==> config.mk <==
export PLATFORM = sky130hd
export DESIGN_NAME = mips_mc_ctrl
export DESIGN_NICKNAME = d
export VERILOG_FILES = /design/src/rtl/mips_mc_ctrl.sv
export SDC_FILE = /design/constraint.sdc
export NUM_CORES = 1
export LEC_CHECK = 0
export ABC_CLOCK_PERIOD_IN_PS = 2000
export CAP_MARGIN = 10
export CORE_UTILIZATION = 43
export CTS_BUF_LIST = sky130_fd_sc_hd__clkbuf_8
export DETAILED_ROUTE_END_ITERATION = 10
export GPL_TIMING_DRIVEN = 1
export PLACE_DENSITY = 0.89
export REMOVE_ABC_BUFFERS = 1
export SYNTH_ARGS = -nofsm -noshare
export SYNTH_HDL_FRONTEND = slang
export SYNTH_SLANG_ARGS = --single-unit
==> constraint.sdc <==
create_clock -name clk -period 2 [get_ports clk]
set_input_delay 0.4 -clock clk [delete_from_list [all_inputs] [get_ports clk]]
set_output_delay 0.4 -clock clk [all_outputs]
set_load 0.03 [all_outputs]
==> src/rtl/mips_mc_ctrl.sv <==
// Multicycle MIPS control FSM: sequences fetch/decode/execute/memory/writeback.
// Optional bne decode is enabled by defining MC_CTRL_BNE_EN.
module mips_mc_ctrl (
  input  logic       clk,
  input  logic       rst_n,
  input  logic [5:0] opcode,
  input  logic [5:0] funct,
  input  logic       zero_flag,
  input  logic       mem_ready,
  output logic       i_or_d,
  output logic       mem_read,
  output logic       mem_write,
  output logic       ir_write,
  output logic       pc_en,
  output logic [1:0] pc_src,
  output logic       alu_src_a,
  output logic [1:0] alu_src_b,
  output logic [2:0] alu_op,
  output logic       reg_dst,
  output logic       mem_to_reg,
  output logic       reg_write,
  output logic       instr_done,
  output logic       illegal_op
);

  localparam logic [5:0] OP_RTYPE = 6'b000000;
  localparam logic [5:0] OP_LW    = 6'b100011;
  localparam logic [5:0] OP_SW    = 6'b101011;
  localparam logic [5:0] OP_BEQ   = 6'b000100;
  localparam logic [5:0] OP_J     = 6'b000010;
  localparam logic [5:0] OP_ADDI  = 6'b001000;
`ifdef MC_CTRL_BNE_EN
  localparam logic [5:0] OP_BNE   = 6'b000101;
`endif

  typedef enum logic [3:0] {
    S_FETCH, S_DECODE, S_MEM_ADDR, S_MEM_RD, S_MEM_WB, S_MEM_WR, S_EXEC,
    S_ALU_WB, S_BRANCH, S_JUMP, S_ADDI_EX, S_ADDI_WB, S_ERR
  } state_t;

  state_t state_q, state_d;
  logic   is_sw_q, is_sw_d;
  logic   bne_q, bne_d;
  logic   illegal_q, illegal_d;
  logic   mem_read_s, mem_write_s, ir_write_s, pc_en_s, reg_write_s, instr_done_s;

  // {legal, alu_op} for an R-type funct field
  function automatic logic [3:0] funct_dec(input logic [5:0] f);
    case (f)
      6'b100000: funct_dec = 4'b1_010;
      6'b100010: funct_dec = 4'b1_110;
      6'b100100: funct_dec = 4'b1_000;
      6'b100101: funct_dec = 4'b1_001;
      6'b101010: funct_dec = 4'b1_111;
      default:   funct_dec = 4'b0_000;
    endcase
  endfunction

  always_ff @(posedge clk or negedge rst_n) begin
    if (!rst_n) begin
      state_q   <= S_FETCH;
      is_sw_q   <= 1'b0;
      bne_q     <= 1'b0;
      illegal_q <= 1'b0;
    end else begin
      state_q   <= state_d;
      is_sw_q   <= is_sw_d;
      bne_q     <= bne_d;
      illegal_q <= illegal_d;
    end
  end

  always_comb begin
    state_d      = state_q;
    is_sw_d      = is_sw_q;
    bne_d        = bne_q;
    i_or_d       = 1'b0;
    mem_read_s   = 1'b0;
    mem_write_s  = 1'b0;
    ir_write_s   = 1'b0;
    pc_en_s      = 1'b0;
    pc_src       = 2'b00;
    alu_src_a    = 1'b0;
    alu_src_b    = 2'b00;
    alu_op       = 3'b000;
    reg_dst      = 1'b0;
    mem_to_reg   = 1'b0;
    reg_write_s  = 1'b0;
    instr_done_s = 1'b0;
    case (state_q)
      S_FETCH: begin
        mem_read_s = 1'b1;
        alu_src_b  = 2'b01;
        alu_op     = 3'b010;
        ir_write_s = mem_ready;
        pc_en_s    = mem_ready;
        if (mem_ready) state_d = S_DECODE;
      end
      S_DECODE: begin
        // Branch target computed speculatively into ALUOut
        alu_src_b = 2'b11;
        alu_op    = 3'b010;
        case (opcode)
          OP_RTYPE: state_d = funct_dec(funct)[3] ? S_EXEC : S_ERR;
          OP_LW:    begin state_d = S_MEM_ADDR; is_sw_d = 1'b0; end
          OP_SW:    begin state_d = S_MEM_ADDR; is_sw_d = 1'b1; end
          OP_BEQ:   begin state_d = S_BRANCH;   bne_d   = 1'b0; end
`ifdef MC_CTRL_BNE_EN
          OP_BNE:   begin state_d = S_BRANCH;   bne_d   = 1'b1; end
`endif
          OP_J:     state_d = S_JUMP;
          OP_ADDI:  state_d = S_ADDI_EX;
          default:  state_d = S_ERR;
        endcase
      end
      S_MEM_ADDR: begin
        alu_src_a = 1'b1;
        alu_src_b = 2'b10;
        alu_op    = 3'b010;
        state_d   = is_sw_q ? S_MEM_WR : S_MEM_RD;
      end
      S_MEM_RD: begin
        i_or_d     = 1'b1;
        mem_read_s = 1'b1;
        if (mem_ready) state_d = S_MEM_WB;
      end
      S_MEM_WB: begin
        reg_write_s  = 1'b1;
        mem_to_reg   = 1'b1;
        instr_done_s = 1'b1;
        state_d      = S_FETCH;
      end
      S_MEM_WR: begin
        i_or_d       = 1'b1;
        mem_write_s  = 1'b1;
        instr_done_s = mem_ready;
        if (mem_ready) state_d = S_FETCH;
      end
      S_EXEC: begin
        alu_src_a = 1'b1;
        alu_op    = funct_dec(funct)[2:0];
        state_d   = S_ALU_WB;
      end
      S_ALU_WB: begin
        reg_dst      = 1'b1;
        reg_write_s  = 1'b1;
        instr_done_s = 1'b1;
        state_d      = S_FETCH;
      end
      S_BRANCH: begin
        alu_src_a    = 1'b1;
        alu_op       = 3'b110;
        pc_src       = 2'b01;
        pc_en_s      = bne_q ? ~zero_flag : zero_flag;
        instr_done_s = 1'b1;
        state_d      = S_FETCH;
      end
      S_JUMP: begin
        pc_src       = 2'b10;
        pc_en_s      = 1'b1;
        instr_done_s = 1'b1;
        state_d      = S_FETCH;
      end
      S_ADDI_EX: begin
        alu_src_a = 1'b1;
        alu_src_b = 2'b10;
        alu_op    = 3'b010;
        state_d   = S_ADDI_WB;
      end
      S_ADDI_WB: begin
        reg_write_s  = 1'b1;
        instr_done_s = 1'b1;
        state_d      = S_FETCH;
      end
      S_ERR:   state_d = S_ERR;
      default: state_d = S_FETCH;
    endcase
  end

  assign illegal_d = illegal_q | (state_d == S_ERR);
  assign illegal_op = illegal_q;

  // Strobes are killed the instant reset asserts, before the state register settles
  assign mem_read   = mem_read_s   & rst_n;
  assign mem_write  = mem_write_s  & rst_n;
  assign ir_write   = ir_write_s   & rst_n;
  assign pc_en      = pc_en_s      & rst_n;
  assign reg_write  = reg_write_s  & rst_n;
  assign instr_done = instr_done_s & rst_n;

endmodule

# Word-level counts from Yosys, hierarchy flattened
# Index checks and enable logic that the tools add are counted.
[word_totals]
ff_bits = 6
latch_bits = 0
ram_bits = 0
romBits = 0
inputBits = 16
output_inout_bits = 18
word_cells = 69
mem_count = 0
[op_classes]
add_sub_neg = 0
multipliers = 0
div = 0
order_cmp = 0
n_eq_ne = 23
n_shift = 0
n_mux = 24
bitwise = 7
n_reduce_logical = 12
[op_table]
columns = ["cell", "n"]
rows = [
  ["$eq 6x6->1 const B", 7],
  ["$pmux 4 s5", 2],
  ["$pmux 4 s8", 1],
  ["$eq 4x4->1 const B", 6],
  ["$mux 4", 6],
  ["$eq 4x3->1 const B", 4],
  ["$pmux 3 s3", 1],
  ["$eq 4x2->1 const B", 2],
  ["$mux 1", 8],
  ["$reduce_or 2->1", 4],
  ["$reduce_or 4->1", 2],
  ["$and 1x1->1", 6],
  ["$eq 6x2->1 const B", 1],
  ["$eq 6x3->1 const B", 1],
  ["$eq 6x4->1 const B", 1],
  ["$logic_not 6->1", 1],
  ["$pmux 2 s3", 1],
  ["$reduce_or 5->1", 1],
  ["$eq 4x1->1 const B", 1],
  ["$logic_not 4->1", 1],
  ["$pmux 1 s2", 2],
  ["$pmux 2 s2", 1],
  ["$mux 3", 1],
  ["$pmux 1 s3", 1],
  ["4 further kinds", 4],
]

# Longest topological paths before layout
# Gate-level depths: netlist of run 1.
[logic_depth]
depth_word = 9
mapped_depth = 5
depth_no_buf = 4

# Least setup slack after synthesis of run 1
# OpenSTA, ideal clock, no wires.
[synth_timing]
path_kind = "register to output"
startpoint = "register state_q[2]"
endpoint = "output alu_op[2]"
arrival_time_ns = 1.793
required_time_ns = 1.600
setup_slack_ns = -0.193
path_stages_with_launch = 4
n_path_buf = 1
path_cell_list = "dfrtp_1 -> clkbuf_1 -> nor3_1 -> o21bai_1"
[synth_between]
elab_chain_cells = 3
elab_cells_between_ends = 8
cone_classes = "eq/ne (5); mux (1); reduce/logical (2)"
[synth_lines]
columns = ["item", "line_no", "text"]
rows = [
  ["from (decl)", "41", "state_t state_q, state_d;"],
  ["from (signal assigned)", "66", "state_q <= state_d;"],
  ["$eq 4x1->1, or another cell as far along", "90", "case (state_q)"],
  ["$reduce_or 4->1 (no line)", "--", ""],
  ["$pmux 3 s3 *", "90", ""],
  ["to (decl)", "18", "output logic [2:0] alu_op,"],
]
# Every way passes the cells marked *; elsewhere a longest branch is shown, timed or not.

# Worst setup path after layout of run 1
[layout_timing]
startpoint = "register state_q[1]"
endpoint = "output reg_write"
[layout_between]
elab_chain_cells = 4
elab_cells_between_ends = 6
cone_classes = "eq/ne (3); mux (1); bitwise (1); reduce/logical (1)"
[layout_lines]
columns = ["item", "line_no", "text"]
rows = [
  ["$eq 4x4->1 or $eq 4x3->1 (tied branches)", "90", ""],
  ["$reduce_or 3->1 (no line) *", "--", ""],
  ["$mux 1 *", "90", ""],
  ["$and 1x1->1 *", "188", "assign reg_write = reg_write_s & rst_n;"],
  ["to (decl)", "21", "output logic reg_write,"],
]
# Marks and branches as above.

==> run metrics, run 1 <==
run status finished, violations left; violated checks DRC, setup timing; DRT iter0 DRCs 40; Crit-path slowest cell dfrtp_2; Final Hold Violating Endpoints 0; drt wl/cell 17.5 um; Seq cells post-synth 6; CP Capture Type primary output; Util after Layout 0.855; fraction of layout cells with a size suffix above 1 0.410; maxcap violations 0; Place WS -0.0736 ns; Initial Utilization 0.479; Nets 174; Vias/cell 6.31; Commonest cells post-synth 13 x nor2_1, 8 x a21oi_1, 8 x nand2_1; FF/Latch Area 155 um2; Reg clk slew, reported paths 0.04 ns; RSZ-0062 raised after global routing true; Final Worst Setup Slack -0.0650 ns; critical path class reg2out; CTS H-tree lvls 1; Slew Limit Fails 0; fmax 0.484 GHz; yosys warns 0; Inserted Clock Buffers 3; P_leak 0.609 nW; Crit path top cell by count buf_6; post-synth top area share 0.199; crit path from state_q[1]; Top Ports 34; Avg Cell Area, Syn 7.20 um2; placed instance area 1150 um2; FF-to-FF End is_sw_q; global route overflow 0; First-pass DRT Iterations 8; die area 1930 um2; critical path required time 1.60 ns; P&R area growth vs syn 78.3%; largest cells by area after synthesis dfrtp_1 20%, nor2_1 6.5%, a21oi_1 5.3%; vias in the first global route 932; Clock Latency Late Sink 0.23 ns; Min-Delay Path Class in2async; Max Buffers Root-to-Sink 2; count of cell types in the netlist 44; setup violators final 3; dpl hpwl 1950 um; CP max FO 9; final period demand of the worst path 2.06 ns; async set-reset flop share out of synthesis 1.00; first-pass GRT wire length 4140 um; routability congestion estimate 0.904; crit-path leading delay family buffers and inverters; Core Area 1580 um2; area occupied by multi-input gates 654 um2; Finished Cell Area 1350 um2; Slew @ Worst Pin 0.420 ns; reg2reg start state_q[1]; Synth Instances 105; CP arrival 1.66 ns; Layout Skew 0.00545 ns; Rel. slew slack 0.720; input/output buffers 33; maximum vdd drop 612 uV; std cell rows 14; Buf+Inv Stages, Crit Path 3; antenna cells 0; EDFF count, synth 0; Synth Flop Type dfrtp_1; CTS tree yes; # fillers 83; overall routed net length 3010 um; FF-to-FF setup slack 0.05 ns; Die H 43.9 um; total power 1.55 mW; initial antenna violation count 0; Seq/Total Area, Yosys 0.199; Vias 1086; Power Density 1150 nW/um2; Worst path max stage delay 0.43 ns; All-Layer GR Usage 0.290; most frequent cell after synthesis nor2_1; DRT antenna net count 0; number of cells on the worst reg-to-reg path 7; CP startpoint kind register; CTS Sinks 6; Period Utilization, post-route 1.03; CP Cell Sequence buf_6 -> buf_4 -> nor2b_1 -> nand3_1 -> a21oi_2 -> buf_6; DR DRC count 4; largest net degree at the start of global routing 11; clock root buffer clkbuf_8; die span in x 43.9 um; largest area contributor in the netlist dfrtp_1; Mapped Area 756 um2
-- state kept, by name, summed over array words and instances (netlist names) --
signal and flops:
illegal_op 1, is_sw_q 1, state_q 4
-- cells by family (layout without fill, tap and decap cells) --
kind of cell / Yosys count / in the layout / share of synthesized area
DFF: 6 / 6 / 0.199
muxes: 1 / 1 / 0.0149
and+or+nand+nor: 53 / 53 / 0.409
xor gates and xnor gates: 3 / 3 / 0.0348
buffers and inverters: 9 / 60 / 0.0596
AOI/OAI and AO/OA: 33 / 33 / 0.283
-- through the flow --
stage / TNS [ns] / hold WS, ns / std cells
floorplan: -0.250 / 0.104 / 100
global placement: 0 / 0.515 / 163
detailed placement: -0.131 / 0.526 / 163
CTS: -0.00699 / 0.504 / 167
global route: -0.244 / 0.513 / 172
finish: -0.0813 / 0.515 / 172
-- layout by cell type, fill, tap and decap left out, drive strengths merged, types with 2 or more instances in the layout --
cell type	count
or3	2
o21ai	8
o221ai	2
nand3	3
nor2b	2
nand2b	5
dfrtp	6
nand2	8
buf	33
nor3	6
dlygate4sd2	3
a31oi	2
inv	4
nor2	13
a21oi	8
and2b	2
clkdlybuf4s50	13
dlymetal6s2s	4
or2	3
clkbuf	3
o21a	2
and3	2
xor2	3
o211ai	2
nor4b	2
-- area by class of cell --
cell class	instances	area share
Inverter	4	0.0111
Tap cell	16	0.0149
Multi-Input combinational cell	90	0.486
Sequential cell	6	0.115
Timing Repair Buffer	53	0.343
Clock buffer	3	0.0306
-- worst register-to-register path: stages, from the launching register on --
cell,delay (ns)
dfrtp_2,0.45
buf_6,0.15
buf_4,0.16
buf_4,0.14
nor4b_4,0.28
nand3_2,0.11
or2_1,0.23
mux2_1,0.31
-- what timing repair did --
action	CTS	global route
buffers inserted	1	5
pin swaps	2	4
resized for setup	9	22
endpoints found under the setup margin	7	7
hold endpoints to repair	0	0
hold buffers	0	0
-- power by group --
part           total (mW)  internal (mW)  switching, mW
combinational        1.12          0.496          0.624
sequential          0.236          0.162         0.0736
clock               0.191          0.130         0.0606
total                1.55          0.788          0.758
-- routing by layer --
layer  up-vias  global-route usage  wire, um
li1        494                   -         -
met1       510               0.311      1100
met2        65               0.549      1570
met3        17              0.0625       199
met4         0               0.103       134
met5         -                   0         0
-- how the worst max path moves through the flow --
stage / end / cells past startpoint / slack [ns]
6_report: reg_write / 6 / -0.06
5_1_grt: reg_write / 5 / -0.07
4_1_cts: reg_write / 5 / -0.007
3_5_place_dp: illegal_op / 5 / -0.07
3_3_place_gp: illegal_op / 5 / 0.01
2_1_floorplan: alu_op[2] / 3 / -0.22
Power figures use the tool's default switching activity.
==> run 2: changes to the inputs <==
--- a/config.mk
+++ b/config.mk
@@ -16,3 +16,4 @@
 export SYNTH_ARGS = -nofsm -noshare
 export SYNTH_HDL_FRONTEND = slang
 export SYNTH_SLANG_ARGS = --single-unit
+export TNS_END_PERCENT = 1
==> run 2 against run 1 <==
Critical path depth shrank 1. Die area is the same. The run still ends with DRC, setup timing left. Final area shrank 6.9%. Total power shrank 8.4%. Critical endpoint is now alu_op[0]. Register-to-register slack gained 0.16 ns. Routed wire length shrank 9.6%. Maximum frequency shrank 0.27%. Clock skew shrank 0.0013 ns. Critical path type is now in2out.
==> run metrics, run 2 (synthesis gave the netlist of run 1 again) <==
fraction of layout cells with a size suffix above 1 0.340 (-0.0704); area occupied by multi-input gates 593 um2 (-9.4%); placed instance area 1150 um2 (unchanged); global route overflow 0 (unchanged); violated checks DRC, setup timing; DRT antenna net count 0 (unchanged); input/output buffers 33 (unchanged); sequential power share 0.163 (+0.011); Pint 0.726 mW (-8.0%); Final Worst Setup Slack -0.0706 ns (-0.00564 ns); Rel. slew slack 0.713 (-0.00661); die span in x 43.9 um (unchanged); Worst setup endpoint alu_op[0]; Slew @ Worst Pin 0.430 ns (+0.00991 ns); CTS Sinks 6 (unchanged); most common cell after layout, fill and taps aside buf_4; Min-Delay Path Class in2async; critical path class in2out; first-pass GRT wire length 4000 um (-3.3%); run status finished, violations left; Slew Limit Fails 0 (unchanged); maximum vdd drop 603 uV (-1.5%); Clock Latency Late Sink 0.23 ns (about the same); CP arrival 1.67 ns (about the same); routability congestion estimate 0.904 (unchanged); Vias/cell 6.21 (-1.7%); Most Crowded Layer GR met2; die area 1930 um2 (unchanged); Reg clk slew, reported paths 0.04 ns (about the same); Power Density 1130 nW/um2 (-1.6%); Vias 1049 (-3.4%); Initial Utilization 0.479 (unchanged); antenna cells 0 (unchanged); # fillers 110 (+33%); CP Capture Type primary output; Period Utilization, post-route 1.04 (+0.00282); P&R area growth vs syn 66.1%; Max Buffers Root-to-Sink 2 (unchanged); CTS tree yes; most frequent cells in the layout 29 x buf_4, 15 x clkdlybuf4s50_1, 11 x nor2_1; met2 Use GR 0.534 (-0.0149); DR DRC count 2 (-2); initial antenna violation count 0 (unchanged); Clock power frac 0.132 (+0.009); All-Layer GR Usage 0.281 (-0.00857); critical path required time 1.60 ns (about the same); M1 GR Usage 0.298 (-0.0128); fmax 0.483 GHz (-0.27%); reg2reg start state_q[1]; CTS H-tree lvls 1 (unchanged); Nets 171 (-1.7%); Net Sw Frac 0.488 (-0.00242); Logic pwr share 0.705 (-0.019); P_leak 0.558 nW (-8.3%); Layout Skew 0.00418 ns (-0.00127 ns); setup violators final 2 (-1); DRT iter0 DRCs 27 (-33%); RSZ-0062 raised after global routing true; maxcap violations 0 (unchanged); grt met3 use 0.0625 (unchanged); number of cells on the worst reg-to-reg path 6 (-1); FF/Latch Area 155 um2 (unchanged); FF-to-FF setup slack 0.21 ns (+0.16 ns); drt wl/cell 16.1 um (-8.0%); Final Hold Violating Endpoints 0 (unchanged); largest net degree at the start of global routing 11 (unchanged); Die H 43.9 um (unchanged); CP startpoint kind input port; final period demand of the worst path 2.07 ns (+0.00564 ns); dpl hpwl 1950 um (unchanged); max reg flops 4 (unchanged); Util after Layout 0.796 (-0.0587); Top Ports 34 (unchanged); clock root buffer clkbuf_8; overall routed net length 2720 um (-9.6%); Inserted Clock Buffers 3 (unchanged); crit path from funct[2]; FF-to-FF End is_sw_q; std cell rows 14 (unchanged); Place WS -0.0736 ns (unchanged); First-pass DRT Iterations 9 (+1); CP max FO 3 (-6); Core Area 1580 um2 (unchanged); Largest Register state_q; vias in the first global route 916 (-1.7%); sw power 0.691 mW (-8.8%); Finished Cell Area 1250 um2 (-6.9%)
-- run 2: cell count changes in the layout (fill, tap and decap cells not counted), moves of 2 or more --
cell	delta
a21oi_1	+3
a21oi_2	-3
buf_4	-2
clkdlybuf4s50_1	+2
dlymetal6s2s_1	-2
nor3_1	+2
nor3_2	-2
-- run 2: critical path: stages --
cell,delay [ns]
clkdlybuf4s50_1,0.52
nor4bb_2,0.34
a31oi_1,0.10
nor2_1,0.14
buf_4,0.18
-- run 2: final cells by class --
cell class | count | share of cell area
Multi-Input combinational cell | 90 | 0.473
Timing Repair Buffer | 50 | 0.343
Sequential cell | 6 | 0.124
Clock buffer | 3 | 0.0329
Tap cell | 16 | 0.0160
Inverter | 4 | 0.0120
-- run 2: power by group through the flow --
stage	registers [mW]	logic, mW	clock network [mW]
CTS	0.215	0.946	0.189
detailed placement	0.213	0.947	0
global route	0.234	1.06	0.196
global placement	0.212	0.931	0
floorplan	0.244	0.512	0
finish	0.230	0.999	0.187
-- run 2: repair_timing --
| item | 4_1_cts | 5_1_grt |
|---|---|---|
| endpoints found under the setup margin | 7 | 8 |
| hold buffers | 0 | 0 |
| gates resized for setup | 7 | 10 |
| pin swaps | 1 | 1 |
| setup buffers | 0 | 3 |
-- run 2: worst min-delay path by stage --
stage               depth (start not counted)  slack [ns]     from         end
detailed placement                          1        0.53  is_sw_q     is_sw_q
CTS                                         2        0.50    rst_n  illegal_op
global route                                2        0.51    rst_n  illegal_op
global placement                            1        0.51  is_sw_q     is_sw_q
floorplan                                   0        0.10    rst_n  illegal_op
finish                                      2        0.51    rst_n  illegal_op
-- run 2: per-stage QoR --
stage / setup TNS (ns) / power [mW] / hold slack (ns) / cells
after floorplan: -0.250 / 0.756 / 0.104 / 100
after global placement: 0 / 1.14 / 0.515 / 163
after detailed placement: -0.131 / 1.16 / 0.526 / 163
after CTS: -0.0436 / 1.35 / 0.504 / 166
after global routing: -0.149 / 1.49 / 0.511 / 169
final: -0.0862 / 1.42 / 0.506 / 169
-- run 2: per-layer routing --
metal	vias up	wire length, um
met5	-	0
met1	486	969
met3	14	207
li1	484	-
met2	65	1450
met4	0	97
